[src/rtl/mult_div_sequencer.sv]
`default_nettype none
// ============================================================================
// Module      : mult_div_sequencer
// Description : Iterative signed MULT/DIV engine with one shared adder/subtractor
//               and its sequencer; commits results to the HI/LO registers.
// Revision    : 1.0 - initial release
// ============================================================================
module mult_div_sequencer #(
  parameter int WIDTH = 32
) (
  input  logic             clk,
  input  logic             reset,
  input  logic             start,
  input  logic             op,
  input  logic [WIDTH-1:0] a,
  input  logic [WIDTH-1:0] b,
  output logic             busy,
  output logic             done,
  output logic             div_zero,
  output logic [WIDTH-1:0] hi,
  output logic [WIDTH-1:0] lo
);

  localparam int            c_CNT_W = (WIDTH > 1) ? $clog2(WIDTH) : 1;
  localparam logic [c_CNT_W-1:0] c_LAST = c_CNT_W'(WIDTH - 1);

  typedef enum logic [2:0] {
    S_IDLE = 3'd0,
    S_MULT = 3'd1,
    S_DIV  = 3'd2,
    S_FIX  = 3'd3,
    S_ZERO = 3'd4,
    S_DONE = 3'd5
  } state_t;

  state_t r_state;
  state_t w_next;

  logic                 r_op;
  logic                 r_sa;
  logic                 r_sb;
  logic                 r_zero;
  logic [WIDTH-1:0]     r_amag;
  logic [WIDTH-1:0]     r_bmag;
  logic [WIDTH-1:0]     r_hi;
  logic [WIDTH-1:0]     r_lo;
  logic [c_CNT_W-1:0]   r_cnt;
  // {upper/remainder (WIDTH+1 bits), lower/quotient (WIDTH bits)}
  logic [2*WIDTH:0]     r_work;

  logic [WIDTH-1:0]     w_amag;
  logic [WIDTH-1:0]     w_bmag;
  logic [WIDTH:0]       w_lhs;
  logic [WIDTH:0]       w_rhs;
  logic                 w_cin;
  logic [WIDTH+1:0]     w_sum;
  logic [WIDTH:0]       w_rem_next;
  logic [2*WIDTH-1:0]   w_prod;
  logic [2*WIDTH-1:0]   w_prod_fix;
  logic [WIDTH-1:0]     w_quo_fix;
  logic [WIDTH-1:0]     w_rem_fix;

  // Two's-complement negation of the most negative value yields the correct
  // unsigned magnitude 2^(WIDTH-1).
  assign w_amag = a[WIDTH-1] ? (~a + 1'b1) : a;
  assign w_bmag = b[WIDTH-1] ? (~b + 1'b1) : b;

  // Shared adder: multiply adds the multiplicand, divide subtracts the divisor
  // from the shifted partial remainder (carry-out high means no borrow).
  always_comb begin
    if (r_op) begin
      w_lhs = r_work[2*WIDTH-1:WIDTH-1];
      w_rhs = ~{1'b0, r_bmag};
      w_cin = 1'b1;
    end else begin
      w_lhs = r_work[2*WIDTH:WIDTH];
      w_rhs = r_work[0] ? {1'b0, r_amag} : '0;
      w_cin = 1'b0;
    end
  end

  assign w_sum      = {1'b0, w_lhs} + {1'b0, w_rhs} + {{(WIDTH+1){1'b0}}, w_cin};
  assign w_rem_next = w_sum[WIDTH+1] ? w_sum[WIDTH:0] : w_lhs;

  assign w_prod     = r_work[2*WIDTH-1:0];
  assign w_prod_fix = (r_sa ^ r_sb) ? (~w_prod + 1'b1) : w_prod;
  assign w_quo_fix  = (r_sa ^ r_sb) ? (~r_work[WIDTH-1:0] + 1'b1) : r_work[WIDTH-1:0];
  assign w_rem_fix  = r_sa ? (~r_work[2*WIDTH-1:WIDTH] + 1'b1) : r_work[2*WIDTH-1:WIDTH];

  always_ff @(posedge clk or posedge reset) begin
    if (reset) begin
      r_state <= S_IDLE;
    end else begin
      r_state <= w_next;
    end
  end

  always_comb begin
    w_next = r_state;
    case (r_state)
      S_IDLE: begin
        if (start) begin
          if (op && (b == '0)) begin
            w_next = S_ZERO;
          end else if (op) begin
            w_next = S_DIV;
          end else begin
            w_next = S_MULT;
          end
        end
      end
      S_MULT:  if (r_cnt == c_LAST) w_next = S_FIX;
      S_DIV:   if (r_cnt == c_LAST) w_next = S_FIX;
      S_FIX:   w_next = S_DONE;
      S_ZERO:  w_next = S_DONE;
      S_DONE:  w_next = S_IDLE;
      default: w_next = S_IDLE;
    endcase
  end

  always_ff @(posedge clk or posedge reset) begin
    if (reset) begin
      r_op   <= 1'b0;
      r_sa   <= 1'b0;
      r_sb   <= 1'b0;
      r_zero <= 1'b0;
      r_amag <= '0;
      r_bmag <= '0;
      r_cnt  <= '0;
      r_work <= '0;
      r_hi   <= '0;
      r_lo   <= '0;
    end else begin
      case (r_state)
        S_IDLE: begin
          if (start) begin
            r_op   <= op;
            r_sa   <= a[WIDTH-1];
            r_sb   <= b[WIDTH-1];
            r_zero <= op && (b == '0);
            r_amag <= w_amag;
            r_bmag <= w_bmag;
            r_cnt  <= '0;
            r_work <= {{(WIDTH+1){1'b0}}, (op ? w_amag : w_bmag)};
          end
        end
        S_MULT: begin
          r_work <= {1'b0, w_sum[WIDTH:0], r_work[WIDTH-1:1]};
          r_cnt  <= r_cnt + c_CNT_W'(1);
        end
        S_DIV: begin
          r_work <= {w_rem_next, r_work[WIDTH-2:0], w_sum[WIDTH+1]};
          r_cnt  <= r_cnt + c_CNT_W'(1);
        end
        S_FIX: begin
          if (r_op) begin
            r_hi <= w_rem_fix;
            r_lo <= w_quo_fix;
          end else begin
            r_hi <= w_prod_fix[2*WIDTH-1:WIDTH];
            r_lo <= w_prod_fix[WIDTH-1:0];
          end
        end
        default: begin
        end
      endcase
    end
  end

  assign busy     = (r_state != S_IDLE);
  assign done     = (r_state == S_DONE);
  assign div_zero = (r_state == S_DONE) && r_zero;
  assign hi       = r_hi;
  assign lo       = r_lo;

endmodule
`default_nettype wire

[config.mk]
export PLATFORM = sky130hd
export DESIGN_NAME = mult_div_sequencer
export DESIGN_NICKNAME = d
export VERILOG_FILES = /design/src/rtl/mult_div_sequencer.sv
export SDC_FILE = /design/constraint.sdc
export NUM_CORES = 1
export LEC_CHECK = 0
export CAP_MARGIN = 20
export CORE_UTILIZATION = 55
export CTS_CLUSTER_DIAMETER = 80
export DETAILED_ROUTE_END_ITERATION = 8
export PLACE_DENSITY = 0.77
export SLEW_MARGIN = 30
export SYNTH_ARGS = -nofsm -noshare
export SYNTH_HDL_FRONTEND = slang
export SYNTH_SLANG_ARGS = --single-unit
[constraint.sdc]
create_clock -name clk -period 7.6 [get_ports clk]
set_input_delay 1.52 -clock clk [delete_from_list [all_inputs] [get_ports clk]]
set_output_delay 1.52 -clock clk [all_outputs]
set_load 0.01 [all_outputs]
# Word-level counts from Yosys, hierarchy flattened
# Cells that the tools add are included.
# classes
n_mux	22
n_reduce_logical	13
eq_ne	8
n_addsub	8
bitwise	7
# ops
operator	n
32-bit 2-to-1 mux	8
65-bit one-hot mux with 3 select lines	1
32-bit by 1-bit adder with 32-bit output (second input constant)	4
32-bit NOT	4
33-bit 2-to-1 mux	3
65-bit 2-to-1 mux	1
64-bit by 1-bit adder with 64-bit output (second input constant)	1
64-bit 2-to-1 mux	1
64-bit NOT	1
33-bit by 33-bit adder with 34-bit output	1
34-bit by 1-bit adder with 34-bit output	1
32-bit NOT with 33-bit output	1
32-bit logical NOT	1
5-bit one-hot mux with 2 select lines	1
3-bit 2-to-1 mux	3
3-bit one-hot mux with 3 select lines	1
2-bit AND reduction	4
3-bit by 2-bit equality test with 1-bit output (second input constant)	2
3-bit equality test (second input constant)	2
3-bit nonzero test	2
5-bit by 1-bit adder with 5-bit output (second input constant)	1
5-bit equality test (second input constant)	1
5-bit 2-to-1 mux	1
2-bit OR reduction	2
9 further kinds	10
# word_totals
wordCells	69
out_inout_bits	67
input_bits	68
regBits	205

# Logic depth before layout (Yosys ltp)
# Gate-level depths: netlist of the first run.
# logic_depth
depth_word	6
depth_mapped	18
depth_no_buf	12

# Worst setup path before layout of the first run
# No wires, ideal clock.
# synth_timing
path_type	register to register
start	register r_op
end	register r_work[61]
slack_ps	2925
stages_incl_launch_ff	16
path_buffers	4
arrival_time_ps	4544
required_ps	7470
period_less_slack_ps	4675
setup_ps	130
path_cell_list	dfrtp_1 > clkbuf_1 > buf_1 > clkbuf_1 > buf_1 > mux2i_1 > fa_1 > fa_1 > nand3_1 > a21oi_1 > o311a_1 > o211ai_1 > a2111oi_0 > or4b_2 > a22oi_1 > o21ai_0
# synth_between
elab_chain_cells	5
word_cells_on_any_way	7
classes_between	2 x add/sub; 5 x mux
# synth_rtl
item	line	source
from (decl)	39	logic r_op;
from (signal assigned)	137	r_op <= op;
33-bit 2-to-1 mux	71	if (r_op) begin
33-bit by 33-bit adder with 34-bit output	82	assign w_sum = {1'b0, w_lhs} + {1'b0, w_rhs} + {{(WIDTH+1){1'b0}}, w_cin};
34-bit by 1-bit adder with 34-bit output	82	
33-bit 2-to-1 mux	83	assign w_rem_next = w_sum[WIDTH+1] ? w_sum[WIDTH:0] : w_lhs;
65-bit one-hot mux with 3 select lines *	134	case (r_state)
to (signal assigned)	144	r_work <= {{(WIDTH+1){1'b0}}, (op ? w_amag : w_bmag)};
to (signal assigned)	148	r_work <= {1'b0, w_sum[WIDTH:0], r_work[WIDTH-1:1]};
to (signal assigned)	152	r_work <= {w_rem_next, r_work[WIDTH-2:0], w_sum[WIDTH+1]};
to (decl)	49	logic [2*WIDTH:0] r_work;
# Mark *: on every way between the ends. The rest lies on a longest branch, timed or not.
# A chain may end at the register's enable or synchronous reset.

# Final worst setup path of the first run
# layout_timing
start	register r_op
end	register r_work[63]
# The elaborated chain is that of the path after synthesis.

==> results.yml, run 1 <==
run_status:
  status: "finished clean"
logic_synthesis:
  ys.flop_type: "dfrtp_1"
  synth_edf_count: 0
  synth.avg_cell_area_um2: 8.33
  synth_fp_nets: 1817
  synth.largest_area_cell: "dfrtp_1"
  syn-cell-area_um2: 14200
  netlist_instances: 1710
  synth-seq-area-share: 0.360
  ys_top_cells_by_count: "293 x nand2_1, 227 x o21ai_0, 205 x dfrtp_1"
  ys_ff_latch: 205
  synth-async-reset-ratio: 1.00
  netlist.area_leader.share: 0.360
  synth.most_common_cell: "nand2_1"
  synthTopCellsByArea: "dfrtp_1 36%, o21ai_0 8.0%, nand2_1 7.7%, xor2_1 5.0%, mux2i_1 4.4%"
  synth_cell_types: 75
  synth-warning-count: 0
critical_path:
  path_max_fanout: 52
  slowest_delay_ns: 0.93
  criticalPathCategory: "reg -> reg"
  cp.arrival_ns: 5.40
  critPathLaunchType: "flip-flop"
  path_cells: "buf_4 > o21ai_0 > fa_1 > fa_1 > nand3_1 > a21oi_1 > o311ai_0 > nand3b_1 > o31ai_1 > a21oi_1 > or4_1 > o211ai_1"
  critPathTopFamily: "compound AO/OA/AOI/OAI gates"
  slowest_stage: "dfrtp_4"
  cp_data_required_time_ns: 8.05
  worst-path-buf-inv: 1
  cp-end-kind: "flip-flop"
clock_network:
  cts.sinks: 205
  cts_hold_buf: 0
  cts_tree: "done"
  cts_root_buffer: "clkbuf_16"
  clkSlewWorstSetupHoldPaths_ns: 0.06
  cts.path.max_buffers: 3
  htree_levels: 1
  post_cts_resize_count: 0
  clk_latency_ns: 0.54
  numCtsBuffers: 24
  cts_setup_buffers: 0
detailed_routing:
  postRouteAntennaNets: 0
  dr.pass1.iters: 5
  routed_wl_um: 43000
  num_vias: 13258
  post_drt_wl_per_cell_um: 20.4
  drcViolationCount: 0
  avgViaCountPerCell: 6.28
  drt-initial-drc-count: 1590
timing:
  setup_ws_ns: 2.65
  min_period_over_period: 0.651
  setup_viol: 0
  finalSetupTns_ns: 0
  clock_skew_ns: 0.0100
  fmax_mhz: 202
  worst_slew_pin_slew_ns: 0.993
  hold_ws_ns: 0.476
  hold_viol: 0
  rsz0062_at_grt: "false"
  slew_headroom: 0.336
  drv_slew: 0
  fin_crit_ns: 4.95
cells_and_area:
  drive_above_1_share: 0.0674
  area_growth_pct: 16.3
  fillers: 2126
  multi_input_area_um2: 8600
  regArea_um2: 5130
  finish.instance_area_um2: 16600
  finalNetCount: 1870
  antenna_cells: 0
grt:
  grt_pass1_vias: 12664
  antenna_found_initial: 0
  grt_max_degree: 128
  grt-ovfl-total: 0
  grt_pass1_wl_um: 68800
  grt_use_total: 0.329
power:
  cellLeakagePower_uw: 0.00716
  power_density_nw_per_um2: 559
  internal-power_uw: 4710
  power_uw: 9260
  sw_frac_of_total: 0.492
  pwr-share-seq: 0.248
  peakVddDrop_mv: 0.293
  p_comb_frac: 0.618
  p_clk_frac: 0.134
  p_sw_uw: 4550
die:
  die_h_um: 163
  start_util: 0.562
  dieArea_um2: 26500
  rows: 58
  die_x_um: 163
  ios: 135
  core_area_um2: 25300
placed_design:
  pre_cts_ws_ns: 2.72
  post-dp-hpwl_um: 31600
  gp_congestion: 0.973
  io_buffers: 134
  place_area_um2: 15700
worst_hold_path:
  hp-class: "reg -> reg"
run:
  maxCapViolCount: 0
[power by group through the flow]
| stage | sequential [µW] | combinational, µW | clock (µW) |
|---|---|---|---|
| after global routing | 2350 | 6310 | 1290 |
| after detailed placement | 2280 | 5590 | 0 |
| after global placement | 2250 | 5500 | 0 |
| final | 2300 | 5720 | 1240 |
| after CTS | 2260 | 5640 | 1250 |
| after floorplan | 2040 | 4150 | 0 |
[layer usage]
metal / share of wire / routed length, µm / GRT usage
met1: 0.42 / 18100 / 0.454
met4: 0.038 / 1630 / 0.138
met2: 0.45 / 19200 / 0.506
met5: 0 / 0 / 0
met3: 0.096 / 4120 / 0.0588
[logic make-up (layout without fill, tap and decap cells)]
group	after synthesis	in the layout	synth area share
flip-flops	205	205	0.360
AND/OR/NAND/NOR	548	548	0.177
XOR/XNOR	147	147	0.0904
buffers and inverters	147	217	0.0399
AO/OA/AOI/OAI	527	527	0.226
adder cells (fa/ha/maj)	39	39	0.0353
multiplexers	97	97	0.0712
[worst register-to-register path: stages (launching register included)]
cell and delay [ns]:
dfrtp_4 0.93, buf_4 0.60, o21ai_0 0.27, fa_1 0.48, fa_1 0.41, nand3_1 0.11, a21oi_1 0.10, o311ai_0 0.50
nand3b_1 0.23, o31ai_1 0.58, a21oi_1 0.13, or4_1 0.42, o211ai_1 0.11
[sequential cells by signal (all words and copies together), names as in the netlist, 3 cells and up]
signal,count
r_state,3
r_bmag,32
lo,32
r_cnt,5
r_work,65
hi,32
r_amag,32
[final cells by class]
type                    instances  share of cell area
clock inverters                12              0.0115
repair buffers                151              0.0891
flip-flops and latches        205               0.310
inverters                      23             0.00566
multi-input cells            1358               0.519
well taps                     330              0.0249
clock buffers                  31              0.0397
[layout by cell type (no fill, tap or decap), types with 7 or more instances in the layout]
| master | instances |
|---|---|
| inv_1 | 20 |
| o21ai_0 | 227 |
| a31oi_1 | 13 |
| nand4_1 | 8 |
| buf_4 | 15 |
| o41ai_1 | 13 |
| mux2i_1 | 62 |
| nand3_1 | 13 |
| nor3_1 | 22 |
| o21a_1 | 7 |
| nand2_1 | 292 |
| ha_1 | 37 |
| or3_1 | 18 |
| xnor2_1 | 64 |
| or4_1 | 20 |
| clkbuf_16 | 24 |
| and3_1 | 8 |
| nand2b_1 | 12 |
| o31ai_1 | 23 |
| a21oi_1 | 104 |
| nor4_1 | 10 |
| clkdlybuf4s50_1 | 134 |
| nor2_1 | 102 |
| mux2_2 | 34 |
| xor2_1 | 81 |
| a221oi_1 | 13 |
| a211oi_1 | 13 |
| a22oi_1 | 34 |
| a21o_1 | 16 |
| dfrtp_1 | 204 |
[worst paths after layout]
| kind | depth (start not counted) | startpoint | slack (ns) | to |
|---|---|---|---|---|
| min in group asynchronous | 2 | reset | 1.47 | lo[12] |
| hold / removal | 2 | r_bmag[11] | 0.48 | r_bmag[11] |
| setup / recovery | 12 | r_op | 2.65 | r_work[63] |
| max in group asynchronous | 3 | reset | 4.84 | r_op |
| setup reg to reg | 12 | r_op | 2.65 | r_work[63] |
| hold reg to reg | 2 | r_bmag[11] | 0.48 | r_bmag[11] |
[per-stage QoR]
stage	std cells	utilization
2_1_floorplan	1710	-
3_3_place_gp	2067	0.619
3_5_place_dp	2067	0.620
4_1_cts	2110	0.653
5_1_grt	2110	0.654
6_report	2110	0.654
(Power assumes the default switching activity.)
==> inputs of run 2 (changes only) <==
--- a/config.mk
+++ b/config.mk
@@ -6,10 +6,10 @@
 export NUM_CORES = 1
 export LEC_CHECK = 0
 export CAP_MARGIN = 20
-export CORE_UTILIZATION = 55
+export CORE_UTILIZATION = 53
 export CTS_CLUSTER_DIAMETER = 80
 export DETAILED_ROUTE_END_ITERATION = 8
-export PLACE_DENSITY = 0.77
+export PLACE_DENSITY = 0.78
 export SLEW_MARGIN = 30
 export SYNTH_ARGS = -nofsm -noshare
 export SYNTH_HDL_FRONTEND = slang
==> constraint.sdc (replaced) <==
create_clock -name clk -period 4.13 [get_ports clk]
set_input_delay 0.826 -clock clk [delete_from_list [all_inputs] [get_ports clk]]
set_output_delay 0.826 -clock clk [all_outputs]
set_load 0.01 [all_outputs]
==> results.yml, run 2 (synthesis results as in run 1) <==
run:
  maxCapViolCount: 0
clock_network:
  cts_root_buffer: "clkbuf_16"
  cts_hold_buf: 0
  cts.path.max_buffers: 3
  numCtsBuffers: 24
  htree_levels: 1
  clk_latency_ns: 0.53
  clkSlewWorstSetupHoldPaths_ns: 0.06
  cts_tree: "done"
  cts.sinks: 205
power:
  cellLeakagePower_uw: 0.00744
  p_clk_frac: 0.119
  sw_frac_of_total: 0.486
  internal-power_uw: 8870
  p_comb_frac: 0.643
  peakVddDrop_mv: 0.529
  power_density_nw_per_um2: 1010
  pwr-share-seq: 0.238
  p_sw_uw: 8390
critical_path:
  path_depth: 12
  worst-path-buf-inv: 1
  slowest_stage: "or4b_2"
  cp_data_required_time_ns: 4.53
  slowest_delay_ns: 0.74
  critPathLaunchType: "flip-flop"
  cp-end-kind: "flip-flop"
  timing.rr.start: "r_op"
  rrSetupSlack_ns: 0.18
  path_cells: "buf_4 > o21ai_0 > fa_1 > fa_1 > nand3_1 > a21oi_1 > o311a_1 > o211ai_1 > a2111oi_0 > or4b_2 > a22oi_1 > o21ai_0"
  path_max_fanout: 7
  cp.arrival_ns: 4.35
  rr_worst_depth: 12
  criticalPathCategory: "reg -> reg"
  critPathTopFamily: "compound AO/OA/AOI/OAI gates"
  r2r-end: "r_work[61]"
timing:
  hold_viol: 0
  drv_slew: 0
  finalSetupTns_ns: 0
  slew_headroom: 0.383
  setup_viol: 0
  clock_skew_ns: 0.0114
  fmax_mhz: 253
  fin_crit_ns: 3.95
  hold_ws_ns: 0.476
  rsz0062_at_grt: "false"
  worst_slew_pin_slew_ns: 0.923
  setup_ws_ns: 0.179
  min_period_over_period: 0.957
detailed_routing:
  num_vias: 13484
  postRouteAntennaNets: 0
  drcViolationCount: 10
  drt-initial-drc-count: 1434
  routed_wl_um: 44300
  avgViaCountPerCell: 6.20
  dr.pass1.iters: 8
  post_drt_wl_per_cell_um: 20.4
cells_and_area:
  antenna_cells: 0
  finalNetCount: 1930
  top_register: "r_work"
  stdcell_count: 2174
  fin_util: 0.649
  area_growth_pct: 19.4
  largest_register_ffs: 65
  drive_above_1_share: 0.0962
  layout_common_cells: "292 x nand2_1, 227 x o21ai_0, 204 x dfrtp_1, 134 x clkdlybuf4s50_1, 104 x a21oi_1"
  final_common_cell: "nand2_1"
run_status:
  status: "finished, violations left"
  violations: "design-rule violations"
grt:
  grt_pass1_vias: 12692
  grt_pass1_wl_um: 69800
  grt_max_degree: 81
  grt_use_total: 0.319
  grt-ovfl-total: 0
  antenna_found_initial: 0
die:
  die_h_um: 166
  die_x_um: 166
  dieArea_um2: 27500
  core_area_um2: 26200
  ios: 135
  rows: 59
  start_util: 0.544
placed_design:
  pre_cts_ws_ns: 0.144
  post-dp-hpwl_um: 33900
  place_inst: 2128
  io_buffers: 134
  gp_congestion: 0.978
worst_hold_path:
  hp-class: "reg -> reg"
  hold_start: "lo[8]"
  min_to: "lo[8]"
  whs_path_depth: 2
run 2: worst reg2reg max path, stage by stage, from the launching register on:
cell       delay (ns)
dfrtp_4          0.48
buf_4            0.19
o21ai_0          0.15
fa_1             0.45
fa_1             0.42
nand3_1          0.11
a21oi_1          0.11
o311a_1          0.36
o211ai_1         0.32
a2111oi_0        0.17
or4b_2           0.74
a22oi_1          0.18
o21ai_0          0.13
run 2: metrics by stage:
step / total power, µW / cell area [µm²]
2_1_floorplan: 11400 / 14300
3_3_place_gp: 14700 / 16200
3_5_place_dp: 15000 / 16200
4_1_cts: 17100 / 17000
5_1_grt: 18600 / 17000
6_report: 17300 / 17000
run 2: final cells by class:
cell class	count	area (µm²)
Fill cell	2231	9200
Sequential cell	205	5130
Clock buffer	36	727
Timing Repair Buffer	211	2010
Tap cell	335	419
Clock inverter	6	32.5
Inverter	23	90.1
Multi-Input combinational cell	1358	8590
run 2: power by group through the flow:
stage	registers, µW	logic, µW	clock network (µW)
after detailed placement	4100	10900	0
after global placement	4050	10700	0
after CTS	4070	10900	2060
after global routing	4220	12200	2150
final	4110	11100	2050
after floorplan	3750	7650	0
run 2: worst max path at each step:
stage	from	end	slack (ns)
after floorplan	r_op	r_work[61]	0.03
after global placement	b[14]	r_state[1]	0.17
after detailed placement	b[5]	r_state[1]	0.14
after CTS	r_op	r_work[61]	0.21
after global routing	r_op	r_work[61]	0.004
final	r_op	r_work[61]	0.18
run 2: repair_timing:
item,4_1_cts,5_1_grt
endpoints found under the setup margin,0,2
setup buffers,0,4
gates resized for setup,0,3
run 2: metal layers:
layer / track usage / up-vias / wire [µm] / share of wire
li1: - / 6381 / - / -
met1: 0.436 / 6482 / 18800 / 0.42
met2: 0.515 / 544 / 20100 / 0.45
met3: 0.0522 / 77 / 3970 / 0.090
met4: 0.107 / 0 / 1410 / 0.032
met5: 0 / - / 0 / 0
==> variant, RTL diff (config.mk and constraints of run 1) <==
Change the parameter `WIDTH` from 32 to 64.
--- a/src/rtl/mult_div_sequencer.sv
+++ b/src/rtl/mult_div_sequencer.sv
@@ -6,7 +6,7 @@
 // Revision    : 1.0 - initial release
 // ============================================================================
 module mult_div_sequencer #(
-  parameter int WIDTH = 32
+  parameter int WIDTH = 64
 ) (
   input  logic             clk,
   input  logic             reset,
Ports: changed (resized a, b, hi and lo); port bits go from 135 to 263. No check against the original RTL was run, so the function may have changed too.
==> variant against run 1 <==
- non-clock buffer count increased by 147
- final cell count increased by 100%
- routed wire length increased by 130%
- worst setup slack got worse by 1.4 ns
- combinational power increased by 110%
- maximum frequency decreased by 23%
- final area increased by 95%
- total power increased by 100%
- synthesized area increased by 96%
- utilization decreased by 0.87 points
- sequential cell count increased by 193
- largest cell class unchanged
==> variant: results (changes against run 1) <==
| Metric | Value |
|---|---|
| Clock share of power | `12.1% (-1.3 points)` |
| RR Endpoint | `r_work[65]$_DFFE_PP0P_` |
| Post-layout net count | `3738 (+100%)` |
| Area of the multi-input gates | `16900 sq um (+96%)` |
| NetSw | `9.68 mW (+110%)` |
| Commonest cells in the netlist | `609 x nand2_1, 535 x o21ai_0, 398 x dfrtp_1, 228 x clkbuf_1, 191 x nor2_1` |
| RePlAce Congestion | `1.01 (+3.6%)` |
| XOR/XNOR Fraction of Synth Area | `9.75% (+0.71 points)` |
| Pleak | `13.4 nW (+88%)` |
| Post-synth cell types | `82 (+9.3%)` |
| Multi-Input Combinational | `2754 (+100%)` |
| Top Layer Used | `met5` |
| Buffers excl. clock | `298 (+97%)` |
| HP Start | `r_bmag[16]$_DFFE_PP0P_` |
| Global Route met3 Usage | `6.83% (+0.95 points)` |
| Cells after Synth | `3447 (+100%)` |
| Metal1 wirelength | `39900 um (+120%)` |
| Inverters | `39 (+70%)` |
| DRT Wirelength | `100000 um (+130%)` |
| Reg2reg setup slack | `1.20 ns (-1.45 ns)` |
| Hpwl dp | `76600 um (+140%)` |
| Status | `finished, final reports clean` |
| Flop pwr share | `23.6% (-1.2 points)` |
| Initial antenna violation count | `6 (+6)` |
| Placed cell areas | `30700 sq um (+96%)` |
| Compound-cell area share of the yosys netlist | `24.1% (+1.5 points)` |
| Largest net degree at the start of global routing | `188 (+47%)` |
| Maximum VDD drop | `0.496 mV (+69%)` |
| All-layer global routing usage | `38.1% (+5.2 points)` |
| Met2 wire length | `46900 um (+140%)` |
| Mux cell area share after synthesis | `4.26% (-2.9 points)` |
| Finished layout cell area | `32400 sq um (+95%)` |
| CTS H-tree depth | `2 (+1)` |
[variant: stage by stage]
step / worst slack (ns) / power (mW) / hold WS [ns] / utilization (%)
after floorplan: 0.722 / 12.5 / 0.440 / -
after global placement: 1.60 / 16.0 / 0.454 / 61.3
after detailed placement: 1.37 / 16.3 / 0.462 / 61.3
after CTS: 1.36 / 18.7 / 0.477 / 64.3
after global routing: 0.832 / 20.2 / 0.488 / 64.5
final: 1.20 / 18.9 / 0.473 / 64.5
[variant: worst max-delay path, stage by stage, from the launching register on]
cell,delay (ns)
dfrtp_2,0.97
clkinv_1,0.65
o21ai_0,0.41
fa_1,0.28
a211oi_1,0.13
o21ba_2,0.24
o41ai_1,0.79
a2bb2oi_1,0.32
a211oi_1,0.75
o211ai_1,0.28
a21oi_2,0.64
buf_4,0.36
a21oi_1,0.10
a221o_1,0.30
